===== src/rtl/fetch_controller_if.sv =====
// Fetch-stage bus bundle: instruction-memory handshake, decode handoff and redirect inputs.
// The master modport is the controller side; slave is the memory/decode environment.
interface fetch_controller_if;
  logic        imem_req;
  logic [31:0] imem_addr;
  logic        imem_ready;
  logic [31:0] imem_rdata;
  logic        stall;
  logic        redirect;
  logic [31:0] redirect_pc;
  logic        instr_valid;
  logic [31:0] instruction;
  logic [31:0] pc_current;
  logic [31:0] pc_next;
  logic        fetch_fault;

  modport master (
    output imem_req, imem_addr, instr_valid, instruction, pc_current, pc_next, fetch_fault,
    input  imem_ready, imem_rdata, stall, redirect, redirect_pc
  );

  modport slave (
    input  imem_req, imem_addr, instr_valid, instruction, pc_current, pc_next, fetch_fault,
    output imem_ready, imem_rdata, stall, redirect, redirect_pc
  );
endinterface


===== src/rtl/fetch_controller.sv =====
// Instruction-fetch sequencer: PC ownership, imem request/ready handshake, decode hold, redirects.
// Optional FETCH_TIMEOUT_EN macro enables the consecutive-unready-cycle fault counter.
module fetch_controller #(
  parameter logic [31:0] RESET_PC = 32'h0000_0000,
  parameter int unsigned TIMEOUT  = 16
) (
  input  logic clk,
  input  logic reset,
  fetch_controller_if.master bus
);

  localparam logic [1:0] BOOT  = 2'd0;
  localparam logic [1:0] FETCH = 2'd1;
  localparam logic [1:0] HOLD  = 2'd2;
  localparam logic [1:0] FAULT = 2'd3;

  if (RESET_PC[1:0] != 2'b00 || TIMEOUT < 1 || TIMEOUT > 255) begin : g_bad_param
    $error("fetch_controller: RESET_PC must be word aligned and TIMEOUT in 1..255");
  end

  logic [1:0]  state_q, state_d;
  logic [31:0] pc_q, pc_d;
  logic [31:0] instr_q, instr_d;
  logic        timeout;

`ifdef FETCH_TIMEOUT_EN
  logic [7:0] wait_cnt_q, wait_cnt_d;

  // Counts consecutive unready FETCH cycles; any exit from FETCH or completion clears it.
  always_comb begin
    wait_cnt_d = '0;
    if (state_q == FETCH && !bus.redirect && !bus.imem_ready)
      wait_cnt_d = wait_cnt_q + 8'd1;
  end

  assign timeout = (state_q == FETCH) && !bus.imem_ready &&
                   (wait_cnt_q == 8'(TIMEOUT - 1));

  always_ff @(posedge clk) begin
    if (!reset) wait_cnt_q <= '0;
    else        wait_cnt_q <= wait_cnt_d;
  end
`else
  assign timeout = 1'b0;
`endif

  always_comb begin
    state_d = state_q;
    pc_d    = pc_q;
    instr_d = instr_q;
    case (state_q)
      BOOT: state_d = FETCH;
      FETCH, HOLD: begin
        // Redirect wins over any same-cycle completion or accept.
        if (bus.redirect) begin
          if (bus.redirect_pc[1:0] != 2'b00) begin
            state_d = FAULT;
          end else begin
            state_d = FETCH;
            pc_d    = bus.redirect_pc;
          end
        end else if (state_q == FETCH) begin
          if (timeout) begin
            state_d = FAULT;
          end else if (bus.imem_ready) begin
            instr_d = bus.imem_rdata;
            state_d = HOLD;
          end
        end else if (!bus.stall) begin
          pc_d    = pc_q + 32'd4;
          state_d = FETCH;
        end
      end
      default: state_d = FAULT;
    endcase
  end

  always_ff @(posedge clk) begin
    if (!reset) begin
      state_q <= BOOT;
      pc_q    <= RESET_PC;
      instr_q <= '0;
    end else begin
      state_q <= state_d;
      pc_q    <= pc_d;
      instr_q <= instr_d;
    end
  end

  assign bus.imem_req    = (state_q == FETCH);
  assign bus.imem_addr   = pc_q;
  assign bus.pc_current  = pc_q;
  assign bus.pc_next     = pc_q + 32'd4;
  assign bus.instr_valid = (state_q == HOLD);
  assign bus.instruction = instr_q;
  assign bus.fetch_fault = (state_q == FAULT);

endmodule


===== src/flat_wrapper.sv =====
// flat-port wrapper written by rule: the top's interface ports become plain ports
module fetch_controller_flat 
#(
  parameter logic [31:0] RESET_PC = 32'h0000_0000,
  parameter int unsigned TIMEOUT  = 16
)
  (clk, reset, bus_imem_req, bus_imem_addr, bus_instr_valid, bus_instruction, bus_pc_current, bus_pc_next, bus_fetch_fault, bus_imem_ready, bus_imem_rdata, bus_stall, bus_redirect, bus_redirect_pc);
  fetch_controller_if bus_i ();
  input  logic clk;
  input  logic reset;
  output wire logic [$bits(bus_i.imem_req)-1:0] bus_imem_req;
  output wire logic [$bits(bus_i.imem_addr)-1:0] bus_imem_addr;
  output wire logic [$bits(bus_i.instr_valid)-1:0] bus_instr_valid;
  output wire logic [$bits(bus_i.instruction)-1:0] bus_instruction;
  output wire logic [$bits(bus_i.pc_current)-1:0] bus_pc_current;
  output wire logic [$bits(bus_i.pc_next)-1:0] bus_pc_next;
  output wire logic [$bits(bus_i.fetch_fault)-1:0] bus_fetch_fault;
  input wire logic [$bits(bus_i.imem_ready)-1:0] bus_imem_ready;
  input wire logic [$bits(bus_i.imem_rdata)-1:0] bus_imem_rdata;
  input wire logic [$bits(bus_i.stall)-1:0] bus_stall;
  input wire logic [$bits(bus_i.redirect)-1:0] bus_redirect;
  input wire logic [$bits(bus_i.redirect_pc)-1:0] bus_redirect_pc;
  assign bus_imem_req = bus_i.imem_req;
  assign bus_imem_addr = bus_i.imem_addr;
  assign bus_instr_valid = bus_i.instr_valid;
  assign bus_instruction = bus_i.instruction;
  assign bus_pc_current = bus_i.pc_current;
  assign bus_pc_next = bus_i.pc_next;
  assign bus_fetch_fault = bus_i.fetch_fault;
  assign bus_i.imem_ready = bus_imem_ready;
  assign bus_i.imem_rdata = bus_imem_rdata;
  assign bus_i.stall = bus_stall;
  assign bus_i.redirect = bus_redirect;
  assign bus_i.redirect_pc = bus_redirect_pc;
  fetch_controller #(.RESET_PC(RESET_PC), .TIMEOUT(TIMEOUT)) u_core (.clk(clk), .reset(reset), .bus(bus_i));
endmodule

===== config.mk =====
export PLATFORM = sky130hd
export DESIGN_NAME = fetch_controller_flat
export DESIGN_NICKNAME = d
export VERILOG_FILES = /design/src/rtl/fetch_controller_if.sv /design/src/rtl/fetch_controller.sv /design/src/flat_wrapper.sv
export SDC_FILE = /design/constraint.sdc
export NUM_CORES = 1
export LEC_CHECK = 0
export CORE_ASPECT_RATIO = 0.6
export CORE_MARGIN = 10
export CORE_UTILIZATION = 43
export CTS_CLUSTER_DIAMETER = 80
export DETAILED_ROUTE_END_ITERATION = 16
export PLACE_DENSITY_LB_ADDON = 0.2
export SYNTH_ARGS = -nofsm -noshare
export SYNTH_HDL_FRONTEND = slang
export SYNTH_SLANG_ARGS = --single-unit

===== constraint.sdc =====
create_clock -name clk -period 4.2 [get_ports clk]
set_input_delay 0.42 -clock clk [delete_from_list [all_inputs] [get_ports clk]]
set_output_delay 0.42 -clock clk [all_outputs]
set_load 0.01 [all_outputs]

==> out/results.md <==
* register clock-pin slew on the reported worst setup and hold paths: 0.06 ns
* power per cell area: 422 mW/mm²
* quantity of hold-fixing buffers added after cts: 0
* flip-flop and latch count after synthesis: 66
* diodes inserted: 0
* number of antenna violations at the first check in global routing: 0
* count of pins on the block boundary: 200
* number of global-route vias before repair: 3970
* arrival time of the worst setup path: 3.03 ns
* Final #Nets: 726
* number of cells upsized or downsized after cts: 0
* leakage power summed over all cells: 2.14 nW
* number of vias in the routed layout: 4162
* Area Growth Syn to Fin: 53.9%
* Port Buffers: 199
* CTS H-Tree Depth: 3
* critical path depth: 6
* most repeated cell in the gate-level netlist after synthesis: sky130_fd_sc_hd__nand2_1
* most area-hungry cell type in the Yosys netlist: sky130_fd_sc_hd__dfxtp_1
* synth top area cells: sky130_fd_sc_hd__dfxtp_1, sky130_fd_sc_hd__nand2_1, sky130_fd_sc_hd__a21oi_1
* y dimension of the die: 93.6 µm
* asr flop ratio synth: 0%
* Synth top cells by count: sky130_fd_sc_hd__nand2_1, sky130_fd_sc_hd__dfxtp_1, sky130_fd_sc_hd__a21oi_1
* # DRC: 0
* setup repair after global routing missed its margin: no
* core area: 0.00865 mm²
* via-per-instance ratio: 5.43
* worst-case register-to-register setup slack: 1.64 ns
* clock skew after layout: 0.00669 ns
* synthesized area per cell: 7.70 µm²
* Synth Warn #: 0
* depth of the worst hold-timing path: 2
* R2R cell count: 6
* Startpoint Class: flop
* fraction of the yosys area taken by sequential cells: 34.0%
* postcts setup bufs: 0
* total clock buffers created by CTS: 9
* peak clock frequency supported by timing: 290 MHz
* Overall Global Routing Usage: 20.1%
* cell chain of the critical path: ha_1, and3_1, nand4_1, nor4_1, xor2_1, clkdlybuf4s50_1
* number of routed nets with antenna violations: 0
* maximum fanout along the worst path: 8
* crit share post-route: 82.1%
* pin count of the biggest net entering global routing: 56
* worst min-delay path startpoint: u_core.bus.instruction[12]
* top flip-flop cell by instance count after synthesis: sky130_fd_sc_hd__dfxtp_1
* setup_tns: 0 ns
* CP Class: flop to output pin
* Clock Sink Count: 66
* Critical Path Max Stage Delay: 0.62 ns
* wire per inst: 18.4 µm
* Worst EP required: 3.78 ns
* routability-driven placement congestion ratio: 0.847
* CP bufs+invs: 1
* worst slew margin relative to its limit: 18.6%
* worst skew pair latency: 0.33 ns
* share of layout cells above drive strength 1: 5.50%
* final core utilization: 69.1%
* number of pins with negative max-slew slack in the final report: 0
* maximum vdd drop: 0.000280 V
* source of the worst register-to-register timing path: u_core.state_q[1]
* Root Driver: sky130_fd_sc_hd__clkbuf_16
* Final Power: 2.52 mW
* top cell type's share of synthesized area: 34.0%
* Post-Synthesis Net Count: 580
* starting density of the core: 44.9%
* kind of path behind the tightest hold check: flop to flop
* Die Area: 0.0134 mm²
* end of the worst register-to-register path: u_core.bus.imem_addr[12]
* CP delay by family, top: simple AND/OR/NAND/NOR gates
* aggregate routed wire length: 14.1 mm
* crit path max-delay cell type: sky130_fd_sc_hd__nor4_1
* number of buffers on the longest clock path: 2
* die extent in x: 143 µm
* Worst Hold Path EP: u_core.bus.instruction[12]
* final number of setup-violating endpoints: 0
* estimated wirelength of the detail-placed design: 10.8 mm
* Worst-Margin Slew: 1.22 ns
* sort of element at the end of the critical path: output pin
* Syn Std Cell Area: 0.00388 mm²
* Final Critical Period: 3.45 ns
* final hold violations: 0
* max-capacitance violation count: 0
* global-route wire length before repair: 21.7 mm
* site row count: 26
* Initial DRT Pass Iterations: 5
* number of different library cells in the post-synthesis netlist: 55
* drt first-iter violations: 291
* GR Overflow Total: 0
* clock tree from TritonCTS: done
* synthesized instance count: 504
* run status: finished clean
* fill cell total of the finished layout: 696
* count of flip-flops with a built-in enable after synthesis: 0
[cells by family (layout without fill, tap and decap cells)]
family          Yosys count  in the layout  share of synthesized area, %
simple gates            203            203                          25.8
compound gates          120            120                          19.1
buf+inv                  76            227                          11.5
fa+ha+maj                 7              7                          2.26
xor+xnor                 28             28                          6.32
flops                    66             66                          34.0
mux                       4              4                          1.06
[power breakdown]
| group | switching [mW] | total (mW) | internal, mW | leakage (nW) |
|---|---|---|---|---|
| logic | 0.403 | 0.847 | 0.444 | 1.44 |
| clock network | 0.287 | 0.869 | 0.582 | 0.163 |
| registers | 0.108 | 0.806 | 0.699 | 0.535 |
| total | 0.798 | 2.52 | 1.72 | 2.14 |
[worst reg2reg max path: stages, from the launching register on]
cell and delay [ns]:
sky130_fd_sc_hd__dfxtp_1 0.40, sky130_fd_sc_hd__inv_1 0.12, sky130_fd_sc_hd__ha_1 0.26, sky130_fd_sc_hd__nor3_1 0.40, sky130_fd_sc_hd__o21a_1 0.70, sky130_fd_sc_hd__nand2_1 0.36
sky130_fd_sc_hd__o211ai_1 0.24
[sequential cells by signal (all words and copies together) (netlist names)]
name                    count
u_core.bus.imem_addr       32
u_core.state_q              2
u_core.bus.instruction     32
[final cells by class]
class,instances,area [µm²],share of cell area [%]
Sequential cell,66,1320,22.1
Timing Repair Buffer,204,2020,33.9
Clock buffer,10,229,3.83
Tap cell,112,140,2.35
Clock inverter,6,115,1.93
Inverter,7,26.3,0.440
Multi-Input combinational cell,362,2120,35.5
[metal layers]
metal	vias to the layer above	track usage [%]	wire, µm
met1	1903	25.0	6100
met4	0	5.56	230
li1	2027	-	-
met3	21	9.80	1810
met2	211	30.3	5970
met5	-	0	0
[stage by stage]
| step | worst slack (ns) | std cells | hold WS, ns | instance area, µm² |
|---|---|---|---|---|
| 2_1_floorplan | 1.88 | 504 | 0.481 | 3880 |
| 3_3_place_gp | 1.26 | 751 | 0.441 | 5630 |
| 3_5_place_dp | 1.12 | 751 | 0.446 | 5630 |
| 4_1_cts | 0.752 | 767 | 0.454 | 5980 |
| 5_1_grt | 0.484 | 767 | 0.472 | 5980 |
| 6_report | 0.752 | 767 | 0.453 | 5980 |
[worst max path at each step]
stage	from	end	slack (ns)
after floorplan	u_core.bus.imem_addr[2]	bus_pc_next[24]	1.88
after global placement	u_core.bus.imem_addr[2]	bus_pc_next[24]	1.26
after detailed placement	u_core.bus.imem_addr[2]	bus_pc_next[24]	1.12
after CTS	u_core.bus.imem_addr[2]	bus_pc_next[24]	0.75
after global routing	u_core.bus.imem_addr[2]	bus_pc_next[24]	0.48
final	u_core.bus.imem_addr[2]	bus_pc_next[24]	0.75
[cells in the final DEF (no fill, tap or decap), types with 2 or more instances in the layout]
cell,synthesis,routed
sky130_fd_sc_hd__clkdlybuf4s50_1,0,198
sky130_fd_sc_hd__nand2_1,100,100
sky130_fd_sc_hd__dfxtp_1,66,66
sky130_fd_sc_hd__a21oi_1,52,52
sky130_fd_sc_hd__nor2_1,26,26
sky130_fd_sc_hd__nand3_1,21,21
sky130_fd_sc_hd__o21ai_0,19,18
sky130_fd_sc_hd__xnor2_1,17,17
sky130_fd_sc_hd__nand4_1,14,14
sky130_fd_sc_hd__and3_1,11,11
sky130_fd_sc_hd__xor2_1,11,11
sky130_fd_sc_hd__clkbuf_16,0,9
sky130_fd_sc_hd__a31oi_1,8,8
sky130_fd_sc_hd__inv_1,7,7
sky130_fd_sc_hd__ha_1,7,7
sky130_fd_sc_hd__nor3_1,6,6
sky130_fd_sc_hd__o21a_1,6,6
sky130_fd_sc_hd__buf_4,34,5
sky130_fd_sc_hd__and2_1,4,4
sky130_fd_sc_hd__o31ai_1,4,4
sky130_fd_sc_hd__nor4_1,3,3
sky130_fd_sc_hd__mux2i_1,3,3
sky130_fd_sc_hd__o211ai_1,3,3
sky130_fd_sc_hd__o22ai_1,3,3
sky130_fd_sc_hd__a22oi_1,3,3
sky130_fd_sc_hd__o2bb2ai_1,3,3
sky130_fd_sc_hd__nand2b_1,3,3
sky130_fd_sc_hd__a211oi_1,3,3
sky130_fd_sc_hd__bufinv_16,0,3
sky130_fd_sc_hd__and4_2,2,2
sky130_fd_sc_hd__nor4_4,2,2
sky130_fd_sc_hd__a21o_1,2,2
sky130_fd_sc_hd__o221a_2,2,2
sky130_fd_sc_hd__a311oi_1,2,2
sky130_fd_sc_hd__o41ai_1,2,2
sky130_fd_sc_hd__a22o_1,2,2
sky130_fd_sc_hd__a32o_1,2,2
sky130_fd_sc_hd__clkinv_4,0,2
(Power assumes the default switching activity.)
